`src/rtl/fifo_pkg.sv`:
```
// fifo_pkg: Gray/binary helpers and default sizing shared by the read- and write-side FIFO blocks.
package fifo_pkg;

    localparam int ADDRSIZE_DEFAULT  = 5;
    localparam int AE_THRESH_DEFAULT = 4;

    function automatic logic [31:0] bin2gray(input logic [31:0] b);
        return b ^ (b >> 1);
    endfunction

    function automatic logic [31:0] gray2bin(input logic [31:0] g);
        logic [31:0] b;
        b = '0;
        for (int i = 0; i < 32; i++) b[i] = ^(g >> i);
        return b;
    endfunction

endpackage

```
`src/rtl/rptr_empty_level_if.sv`:
```
// rptr_empty_level_if: read-side FIFO status bus between the pointer controller and its consumer.
interface rptr_empty_level_if import fifo_pkg::*; #(
    parameter int ADDRSIZE = ADDRSIZE_DEFAULT
);

    logic                rinc;
    logic [ADDRSIZE:0]   rq2_wptr;
    logic [ADDRSIZE-1:0] raddr;
    logic [ADDRSIZE:0]   rptr;
    logic                rempty;
    logic                raempty;
    logic [ADDRSIZE:0]   rlevel;
    logic                runderflow;

    modport master (
        output rinc, rq2_wptr,
        input  raddr, rptr, rempty, raempty, rlevel, runderflow
    );

    modport slave (
        input  rinc, rq2_wptr,
        output raddr, rptr, rempty, raempty, rlevel, runderflow
    );

endinterface

```
`src/rtl/gray2bin_conv.sv`:
```
// gray2bin_conv: combinational Gray-to-binary conversion; each bit is the XOR of all Gray bits at or above it.
module gray2bin_conv #(
    parameter int W = 6
) (
    input  logic [W-1:0] gray,
    output logic [W-1:0] bin
);

    genvar i;
    for (i = 0; i < W; i++) begin : g_bit
        assign bin[i] = ^gray[W-1:i];
    end

endmodule

```
`src/rtl/rptr_empty_level.sv`:
```
// rptr_empty_level: read-side pointer, empty/almost-empty, fill level and sticky underflow for the async FIFO.
module rptr_empty_level import fifo_pkg::*; #(
    parameter int ADDRSIZE  = ADDRSIZE_DEFAULT,
    parameter int AE_THRESH = AE_THRESH_DEFAULT
) (
    input logic               rclk,
    input logic               rrst,
    rptr_empty_level_if.slave bus
);

    localparam int W = ADDRSIZE + 1;
    localparam logic [W-1:0] AE = W'(AE_THRESH);

    logic [W-1:0] rbin;
    logic [W-1:0] rbinnext;
    logic [W-1:0] rgraynext;
    logic [W-1:0] wbin;
    logic [W-1:0] diff;
    logic         rpop;

    assign rpop      = bus.rinc & ~bus.rempty;
    assign rbinnext  = rbin + W'(rpop);
    assign rgraynext = W'(bin2gray(32'(rbinnext)));
    // Wrap-around subtraction gives the occupancy even after either pointer rolls over.
    assign diff      = wbin - rbinnext;
    assign bus.raddr = rbin[ADDRSIZE-1:0];

    gray2bin_conv #(.W(W)) u_g2b (
        .gray (bus.rq2_wptr),
        .bin  (wbin)
    );

    always_ff @(posedge rclk) begin
        if (rrst) begin
            rbin           <= '0;
            bus.rptr       <= '0;
            bus.rempty     <= 1'b1;
            bus.raempty    <= 1'b1;
            bus.rlevel     <= '0;
            bus.runderflow <= 1'b0;
        end else begin
            rbin        <= rbinnext;
            bus.rptr    <= rgraynext;
            bus.rempty  <= (rgraynext == bus.rq2_wptr);
            bus.raempty <= (diff <= AE);
            bus.rlevel  <= diff;
            if (bus.rinc && bus.rempty) bus.runderflow <= 1'b1;
        end
    end

endmodule
```
`src/flat_wrapper.sv`:
```
// flat-port wrapper written by rule: the top's interface ports become plain ports
module rptr_empty_level_flat import fifo_pkg::*;
#(
    parameter int ADDRSIZE  = ADDRSIZE_DEFAULT,
    parameter int AE_THRESH = AE_THRESH_DEFAULT
)
  (rclk, rrst, bus_rinc, bus_rq2_wptr, bus_raddr, bus_rptr, bus_rempty, bus_raempty, bus_rlevel, bus_runderflow);
  rptr_empty_level_if #(.ADDRSIZE(ADDRSIZE)) bus_i ();
  input logic rclk;
  input logic rrst;
  input wire logic [$bits(bus_i.rinc)-1:0] bus_rinc;
  input wire logic [$bits(bus_i.rq2_wptr)-1:0] bus_rq2_wptr;
  output wire logic [$bits(bus_i.raddr)-1:0] bus_raddr;
  output wire logic [$bits(bus_i.rptr)-1:0] bus_rptr;
  output wire logic [$bits(bus_i.rempty)-1:0] bus_rempty;
  output wire logic [$bits(bus_i.raempty)-1:0] bus_raempty;
  output wire logic [$bits(bus_i.rlevel)-1:0] bus_rlevel;
  output wire logic [$bits(bus_i.runderflow)-1:0] bus_runderflow;
  assign bus_i.rinc = bus_rinc;
  assign bus_i.rq2_wptr = bus_rq2_wptr;
  assign bus_raddr = bus_i.raddr;
  assign bus_rptr = bus_i.rptr;
  assign bus_rempty = bus_i.rempty;
  assign bus_raempty = bus_i.raempty;
  assign bus_rlevel = bus_i.rlevel;
  assign bus_runderflow = bus_i.runderflow;
  rptr_empty_level #(.ADDRSIZE(ADDRSIZE), .AE_THRESH(AE_THRESH)) u_core (.rclk(rclk), .rrst(rrst), .bus(bus_i));
endmodule
```
`config.mk`:
```
export PLATFORM = sky130hd
export DESIGN_NAME = rptr_empty_level_flat
export DESIGN_NICKNAME = d
export VERILOG_FILES = /design/src/rtl/fifo_pkg.sv /design/src/rtl/rptr_empty_level_if.sv /design/src/rtl/gray2bin_conv.sv /design/src/rtl/rptr_empty_level.sv /design/src/flat_wrapper.sv
export SDC_FILE = /design/constraint.sdc
export NUM_CORES = 1
export LEC_CHECK = 0
export ABC_AREA = 1
export BUFFER_PORTS_ARGS = -buffer_cell sky130_fd_sc_hd__buf_4
export CORE_ASPECT_RATIO = 0.9
export CORE_MARGIN = 4
export CORE_UTILIZATION = 48
export CTS_CLUSTER_DIAMETER = 30
export DETAILED_ROUTE_END_ITERATION = 16
export GPL_TIMING_DRIVEN = 0
export PLACE_DENSITY = 0.74
export SLEW_MARGIN = 20
export SYNTH_ARGS = -nofsm -noshare
export SYNTH_HDL_FRONTEND = slang
export SYNTH_HIERARCHICAL = 1
export SYNTH_SLANG_ARGS = --single-unit
```
`constraint.sdc`:
```
create_clock -name rclk -period 1.9 [get_ports rclk]
set_clock_uncertainty 0.05 [all_clocks]
set_input_delay 0.095 -clock rclk [delete_from_list [all_inputs] [get_ports rclk]]
set_output_delay 0.095 -clock rclk [all_outputs]
set_load 0.1 [all_outputs]
```
==> flow_summary.ini <==
[route]
drtPass1Iterations = 4
route.detailed.wl_per_inst_um = 10.52
dr.max_layer_used = met4
wl_met2_um = 1410
wl_um = 3072
vias = 1361
met1_length_um = 1416
drc = 0
vias_per_cell = 4.661
drt_iter0_drc = 48
routed-wl-met3_um = 178
ant_nets = 0

[yosys]
yosys.area.top_type_share_pct = 29.33
async_flop_share_pct = 0
synthesis.nets = 229
synth_seq_cells = 20
ys.flop_type = dfxtp_1
ys_warn_count = 6
syn_area_per_cell_sq_um = 6.349
synth_edf_count = 0
ys_top_cells_by_area = dfxtp_1, nand2_1, inv_1, nand2_2, nand3_1
synthCells = 215
ys_types = 24
synthesis.area_sq_um = 1365
synth_top_cell_by_area = dfxtp_1
ys_seq_area_share_pct = 29.33

[timing]
tns_ns = -0.03652
maxSlewViolCount = 0
fmax_ghz = 0.5164
period_minus_slack_ns = 1.937
rsz0062_at_grt = yes
max_slew_margin_pct = 73.91
tightest_slew_ns = 0.3914
finalHoldViolations = 0
layout_setup_ws_ns = -0.03652
min_period_over_period_pct = 101.9
setup_viol = 1

[status]
violations = setup timing
status = finished with violations

[cells_and_area]
insertedDiodeCount = 0
layout-drive-gt1-share_pct = 38.89
fill_cells = 266
areaGrowthSynthToFinish_pct = 32.81
fin_util_pct = 66.53
final_nets = 267

[grt]
antenna_found_initial = 0
grt_pass1_wl_um = 5168
grt_pass1_vias = 1241
overflow = 0
grt_use_total_pct = 17.63
grt_max_degree = 12

[hold_path]
hold_depth = 2
worstHoldEndpoint = u_core/bus.rptr[1]
hold_path.class = in -> reg
worstHoldStart = rrst

[clocking]
path_clk_slew_ns = 0.10
cts_root_buffer = clkbuf_4
cts_tree = yes
cts.sinks = 20
cts_buffer_depth = 2
worstSkewPairLatency_ns = 0.30
cts_made_buffers = 3
cts_htree_levels = 1

[setup_path]
path_class = reg -> reg
cp.arrival_ns = 2.10
worstReg2RegEnd = u_core/bus.raempty
start_kind = register
r2r_cells = 16
critPathMaxStageDelay_ns = 0.38
critical_path.top_delay_family = adder cells
cp_slowest_cell = dfxtp_4
ff2ff_setup_slack_ns = -0.04
end_kind = register
crit_buf_inv = 3
cp_cell_sequence = nor2_4 -> ha_4 -> ha_4 -> inv_4 -> ha_4 -> nand2_1 -> nand2_1 -> nand2_1 -> nand2_2 -> inv_1 -> nand2_1 -> nand3_2 -> nand2_2 -> inv_2 -> nand2_2 -> nor2_2
worstPathRequired_ns = 2.06
rr_startpoint = u_core/bus.rempty
cpMostUsedCell = nand2_1
critical_path.max_fanout = 3

[floorplan]
core_sq_um = 2725
io_pins = 29
fp-row-count = 18
die_y_um = 58.59
die_w_um = 64.21
start_util_pct = 50.09
design.die.area_sq_um = 3762

[placed_design]
pre_cts_ws_ns = -0.2229
io_buffers = 27
gp_congestion = 0.8307
hpwl_um = 2363

[power_and_ir_drop]
p_leak_nw = 0.9968
fin_total_pwr_mw = 1.270
p_per_area_nw_per_um2 = 700.6
ir_worst_vdd_uv = 571.8

[job]
cap_violations = 0
[cell usage after synthesis (4+ instances only)]
cell	count
nand3_1	15
dfxtp_1	20
nand2_2	14
a21oi_1	7
nor2_1	15
inv_2	5
nand2_1	80
inv_1	28
nand3_2	5
ha_1	4
[metrics by stage]
stage / std cells / cell area [sq um] / hold slack (ns)
6_report: 292 / 1813 / 0.03372
5_1_grt: 292 / 1813 / 0.03365
4_1_cts: 291 / 1774 / 0.02183
3_5_place_dp: 282 / 1668 / 0.2987
3_3_place_gp: 282 / 1668 / 0.2913
2_1_floorplan: 215 / 1415 / 0.1897
[where the power goes]
group	switching [mW]	internal (mW)	total (mW)
Clock	0.125	0.0767	0.202
Combinational	0.426	0.177	0.604
Sequential	0.0128	0.452	0.465
Total	0.564	0.706	1.27
[registers in the layout, summed over array words and instances (netlist names)]
name,cells
u_core/bus.rlevel,6
u_core/bus.rptr,6
u_core/rbin,5
u_core/bus.raempty,1
u_core/bus.rempty,1
u_core/bus.runderflow,1
[worst max path at each step]
stage / cells past startpoint / slack (ns) / startpoint / end
finish: 16 / -0.04 / u_core/bus.rempty / u_core/bus.raempty
global route: 15 / -0.13 / u_core/bus.rempty / u_core/bus.raempty
CTS: 16 / -0.03 / u_core/bus.rempty / u_core/bus.raempty
detailed placement: 19 / -0.22 / bus_rq2_wptr[5] / u_core/bus.raempty
global placement: 19 / -0.20 / bus_rq2_wptr[5] / u_core/bus.raempty
floorplan: 16 / -0.23 / u_core/bus.rempty / u_core/bus.raempty
[final cells by class]
type	instances	area, sq um	area share [%]
multi-input cells	157	915.9	50.52
flip-flops and latches	20	412.9	22.77
plain buffers	4	27.53	1.518
clock inverters	1	3.754	0.2070
clock buffers	3	22.52	1.242
well taps	40	50.05	2.761
repair buffers	33	250.2	13.80
inverters	34	130.1	7.177
[repair_timing]
| item | CTS | global route |
|---|---|---|
| endpoints found under the hold margin | 1 | 0 |
| buffers inserted | 4 | 1 |
| resized for setup | 8 | 10 |
| pin swaps | 5 | 6 |
| endpoints found under the setup margin | 5 | 4 |
| hold buffers | 1 | 0 |
[cells in the final DEF (no fill, tap or decap), types with 6 or more instances in the layout]
cell type,n
dfxtp_1,14
nand2_2,22
nor2_1,14
a21oi_1,6
nand3_1,12
nand3_2,8
inv_2,8
buf_4,33
nand2_1,72
inv_1,25
[per-layer routing]
metal  GRT usage, %  up-vias
li1               -      724
met1          21.87      593
met2          28.57       39
met3          3.053        5
met4          11.14        0
met5              0        -
[logic make-up (layout without fill, tap and decap cells)]
logic type | count (synthesis) | count (layout) | share of synthesized area [%]
buffers and inverters | 38 | 75 | 11.37
flip-flops | 20 | 20 | 29.33
adder cells (fa/ha/maj) | 5 | 5 | 5.133
AO/OA/AOI/OAI | 7 | 7 | 2.566
XOR/XNOR | 4 | 4 | 2.567
AND/OR/NAND/NOR | 141 | 141 | 49.04
(Power assumes the default switching activity.)
